$ cat src/rtl/test_table_pkg.sv
// Shared constants for the table test-pattern generator: default colours,
// pixel class encoding and cell index width.
package test_table_pkg;

  localparam int unsigned IDX_W = 4;

  localparam logic [11:0] BORDER_COLOR_DEF = 12'hFFF;
  localparam logic [11:0] HEADER_COLOR_DEF = 12'h228;
  localparam logic [11:0] FILL_A_DEF       = 12'h444;
  localparam logic [11:0] FILL_B_DEF       = 12'h222;
  localparam logic [11:0] HILITE_COLOR_DEF = 12'hF80;

  typedef enum logic [2:0] {
    CLS_BLANK  = 3'd0,
    CLS_BORDER = 3'd1,
    CLS_HEADER = 3'd2,
    CLS_FILL_A = 3'd3,
    CLS_FILL_B = 3'd4,
    CLS_HILITE = 3'd5
  } pix_class_t;

endpackage

$ cat src/rtl/test_table_gen_cell_counter.sv
// Position-within-cell counter with cell index; wraps at CELL-1, clear wins over increment.
module tt_cell_counter
  import test_table_pkg::*;
#(
  parameter int unsigned CELL = 100,
  parameter int unsigned W    = 12
) (
  input  logic             clk,
  input  logic             rst,
  input  logic             clr,
  input  logic             inc,
  output logic [W-1:0]     pos,
  output logic [IDX_W-1:0] idx
);

  localparam logic [W-1:0] LAST = W'(CELL - 1);

  always_ff @(posedge clk or posedge rst) begin
    if (rst) begin
      pos <= '0;
      idx <= '0;
    end else if (clr) begin
      pos <= '0;
      idx <= '0;
    end else if (inc) begin
      if (pos == LAST) begin
        pos <= '0;
        idx <= idx + 1'b1;
      end else begin
        pos <= pos + 1'b1;
      end
    end
  end

endmodule

$ cat config.mk
export PLATFORM = sky130hd
export DESIGN_NAME = tt_cell_counter
export DESIGN_NICKNAME = d
export VERILOG_FILES = /design/src/rtl/test_table_pkg.sv /design/src/rtl/test_table_gen_cell_counter.sv
export SDC_FILE = /design/constraint.sdc
export NUM_CORES = 1
export LEC_CHECK = 0
export ABC_AREA = 1
export CORE_MARGIN = 2
export CORE_UTILIZATION = 50
export CTS_CLUSTER_SIZE = 24
export DETAILED_ROUTE_END_ITERATION = 6
export PLACE_DENSITY = 0.77
export SLEW_MARGIN = 20
export SYNTH_ARGS = -nofsm -noshare
export SYNTH_HDL_FRONTEND = slang
export SYNTH_SLANG_ARGS = --single-unit
$ cat constraint.sdc
create_clock -name clk -period 1.7 [get_ports clk]
set_clock_uncertainty 0.15 [all_clocks]
set_input_delay 0.425 -clock clk [delete_from_list [all_inputs] [get_ports clk]]
set_output_delay 0.425 -clock clk [all_outputs]
set_load 0.01 [all_outputs]
==> flow_summary_export.csv, run 1 <==
group,metric,value,unit
status,status,"completed",
synthesis,ys_ff_latch,16,
cts,postCtsHoldBufs,0,
sta,max_freq,0.605,GHz
placed_design,dp_hpwl,1.98,mm
cts,cts_buffers,3,
synthesis,ys_seq_area_share,38.9,%
grt,grt_pass1_wl,4.73,mm
route,vias,1146,
cts,clkSlewWorstSetupHoldPaths,100,ps
synthesis,ys_top_cells_by_count,"nand2_1, inv_1, nor2_1, dfrtp_1, nand3_1",
grt,antenna_found_initial,0,
setup_path,end_kind,"output pin",
power,p_int,706,uW
route,drc,0,
sta,slew_headroom,83.8,%
power,total_power,1.04,mW
cells_and_area,diodes,0,
floorplanning,row_count,16,
power,pwr-share-seq,41.7,%
synthesis,synth-edff-count,0,
grt,track_usage,25.1,%
route,avgRoutedWirePerCell,13.0,um
synthesis,syn_nets,156,
route,wl_met2,1.44,mm
setup_path,rr_endpoint,"idx[0]",
synthesis,syn_area,1030,um^2
setup_path,crit_start,"pos[8]",
synthesis,postSynthCellCount,149,
cts,clk-insertion-delay-late,290,ps
cts,cts-root-buf,"clkbuf_4",
synthesis,synth_cell_types,21,
route,antenna_left,0,
cells_and_area,stdcell_area,1490,um^2
power,ir_drop,0.570,mV
power,p_sw_share,32.4,%
setup_path,cp_data_arrival_time,1080,ps
run,max-cap-violations,0,
floorplanning,die_h,49.4,um
floorplanning,die_x,49.4,um
cells_and_area,drive_gt1_share,22.6,%
route,drt_iter0_markers,43,
synthesis,async_flop_share,100,%
route,firstDrtPassIters,4,
sta,min_period_over_period,97.3,%
power,comb_power_share,33.3,%
sta,setup_tns,0,ps
sta,worst_slew_pin_slew,243,ps
setup_path,endpoint,"pos[8]",
synthesis,synth_top_cell_by_area,"dfrtp_1",
power,power_leakage,0.819,nW
synthesis,synth_top_area_share,38.9,%
floorplanning,core_area,1960,um^2
route,viasPerCell,5.07,
grt,overflow,0,
hold_path,hold_path_class,"in2async",
setup_path,r2r-start,"pos[8]",
synthesis,synth_area_leaders,"dfrtp_1, nand2_1, inv_1",
synthesis,synth.most_common_cell,"nand2_1",
synthesis,yosys_warnings,0,
cells_and_area,syn_to_final_growth,44.2,%
floorplanning,num_io_pins,20,
placed_design,gp_congestion,0.858,
cts,clock_path_buffers,2,
setup_path,worstPathRequired,1120,ps
power,power_density,703,nW/um^2
setup_path,reg2reg_depth,9,
setup_path,ff2ff_setup_slack,60,ps
sta,setup_viol,0,
route,drt-met1-wl,1.28,mm
sta,hold_violations,0,
setup_path,crit_type,"reg2out",
cts,htree_levels,1,
sta,drv_slew,0,
setup_path,critPathLaunchType,"flip-flop",
sta,period_needed,1650,ps
sta,holdWs,269,ps
power,p_sw,338,uW
placed_design,numPortBuffers,19,
floorplanning,start_util,52.5,%
cts,cts_sinks,16,
power,clock_power_share,25.0,%
cells_and_area,fin_nets,207,
cts,cts_tree,"built",
floorplanning,dieArea,2440,um^2
synthesis,syn_area_per_cell,6.91,um^2
route,dr_wl_met3,182,um
placed_design,placed_area,1360,um^2
grt,grt_max_degree,17,
setup_path,path_max_fanout,2,
route,top_layer,"met4",
synthesis,ys.flop_type,"dfrtp_1",
route,routed_wl,2.94,mm
grt,grt_pass1_vias,1040,
==> per-layer routing <==
metal / up-vias / GRT usage [%]
met3: 6 / 3.37
met4: 0 / 8.80
met2: 53 / 41.2
met5: - / 0
met1: 521 / 34.0
li1: 566 / -
==> final cells by class <==
cell class                      count  area, um^2
Multi-Input combinational cell    111         547
Fill cell                         170         477
Sequential cell                    16         402
Timing Repair Buffer               48         392
Inverter                           20        75.1
Clock buffer                        4        36.3
Tap cell                           27        33.8
==> sequential cells by signal (all words and copies together) (netlist names) <==
name and flops:
idx 4, pos 12
==> power by group through the flow <==
stage	clock, mW	combinational [mW]	sequential [mW]
final	0.261	0.347	0.435
after global routing	0.279	0.381	0.438
after CTS	0.259	0.327	0.434
after detailed placement	0	0.290	0.461
after global placement	0	0.283	0.461
after floorplan	0	0.114	0.480
==> metrics by stage <==
step                util (%)  cells  setup slack (ps)
finish                  75.7    226              46.4
global route            75.7    226             -14.1
CTS                     73.7    222               117
detailed placement      69.4    209              -131
global placement        69.4    209             -83.2
floorplan                  -    149               260
==> worst max-delay path, stage by stage, from the launching register on <==
cell,delay [ps]
dfrtp_1,390
buf_4,130
dlygate4sd2_1,270
==> kinds of logic after synthesis <==
group | count (synthesis) | synth area share (%)
xor+xnor | 3 | 2.55
buf+inv | 22 | 8.51
simple gates | 94 | 40.8
flops | 16 | 38.9
fa+ha+maj | 3 | 3.65
compound gates | 11 | 5.59
==> cell usage in the layout, fill, tap and decap left out <==
cell             count
xnor2_1              1
dlygate4sd2_1       16
ha_1                 3
o21ai_0              4
a21oi_1              5
nand3b_1             1
clkbuf_4             3
o21ai_1              1
inv_2                1
inv_1               19
nand2_1             47
buf_6                1
nand3_1             13
nor2_2               6
nand4_1              5
nand2_2              1
buf_4               28
nand2_4              2
nor2_1              17
xor2_1               2
dfrtp_1             15
dfrtp_2              1
clkbuf_8             1
nand3_2              1
clkdlybuf4s50_1      3
nor3_1               1
o21bai_1             1
==> worst min-delay path by stage <==
stage	to	depth (start not counted)
after floorplan	idx[0]	1
after detailed placement	idx[3]	2
after global placement	pos[11]	2
after CTS	pos[11]	3
final	pos[11]	3
after global routing	pos[11]	3
==> timing repair <==
action / CTS / global route
buffers inserted: 9 / 4
setup endpoints to repair: 16 / 4
endpoints found under the hold margin: 0 / 0
resized for setup: 17 / 6
pin swaps: 0 / 3
Power figures use the tool's default switching activity.
==> run 2: changes to the inputs <==
Settings changed: GPL_ROUTABILITY_DRIVEN set to 0.
==> results of run 2 <==
The final DEF is identical to that of run 1; final timing and power are the same.
==> run 3: changes to the inputs <==
Settings changed: GPL_ROUTABILITY_DRIVEN 0 to 1.
==> results of run 3 <==
The final DEF is identical to that of run 1; final timing and power are the same.
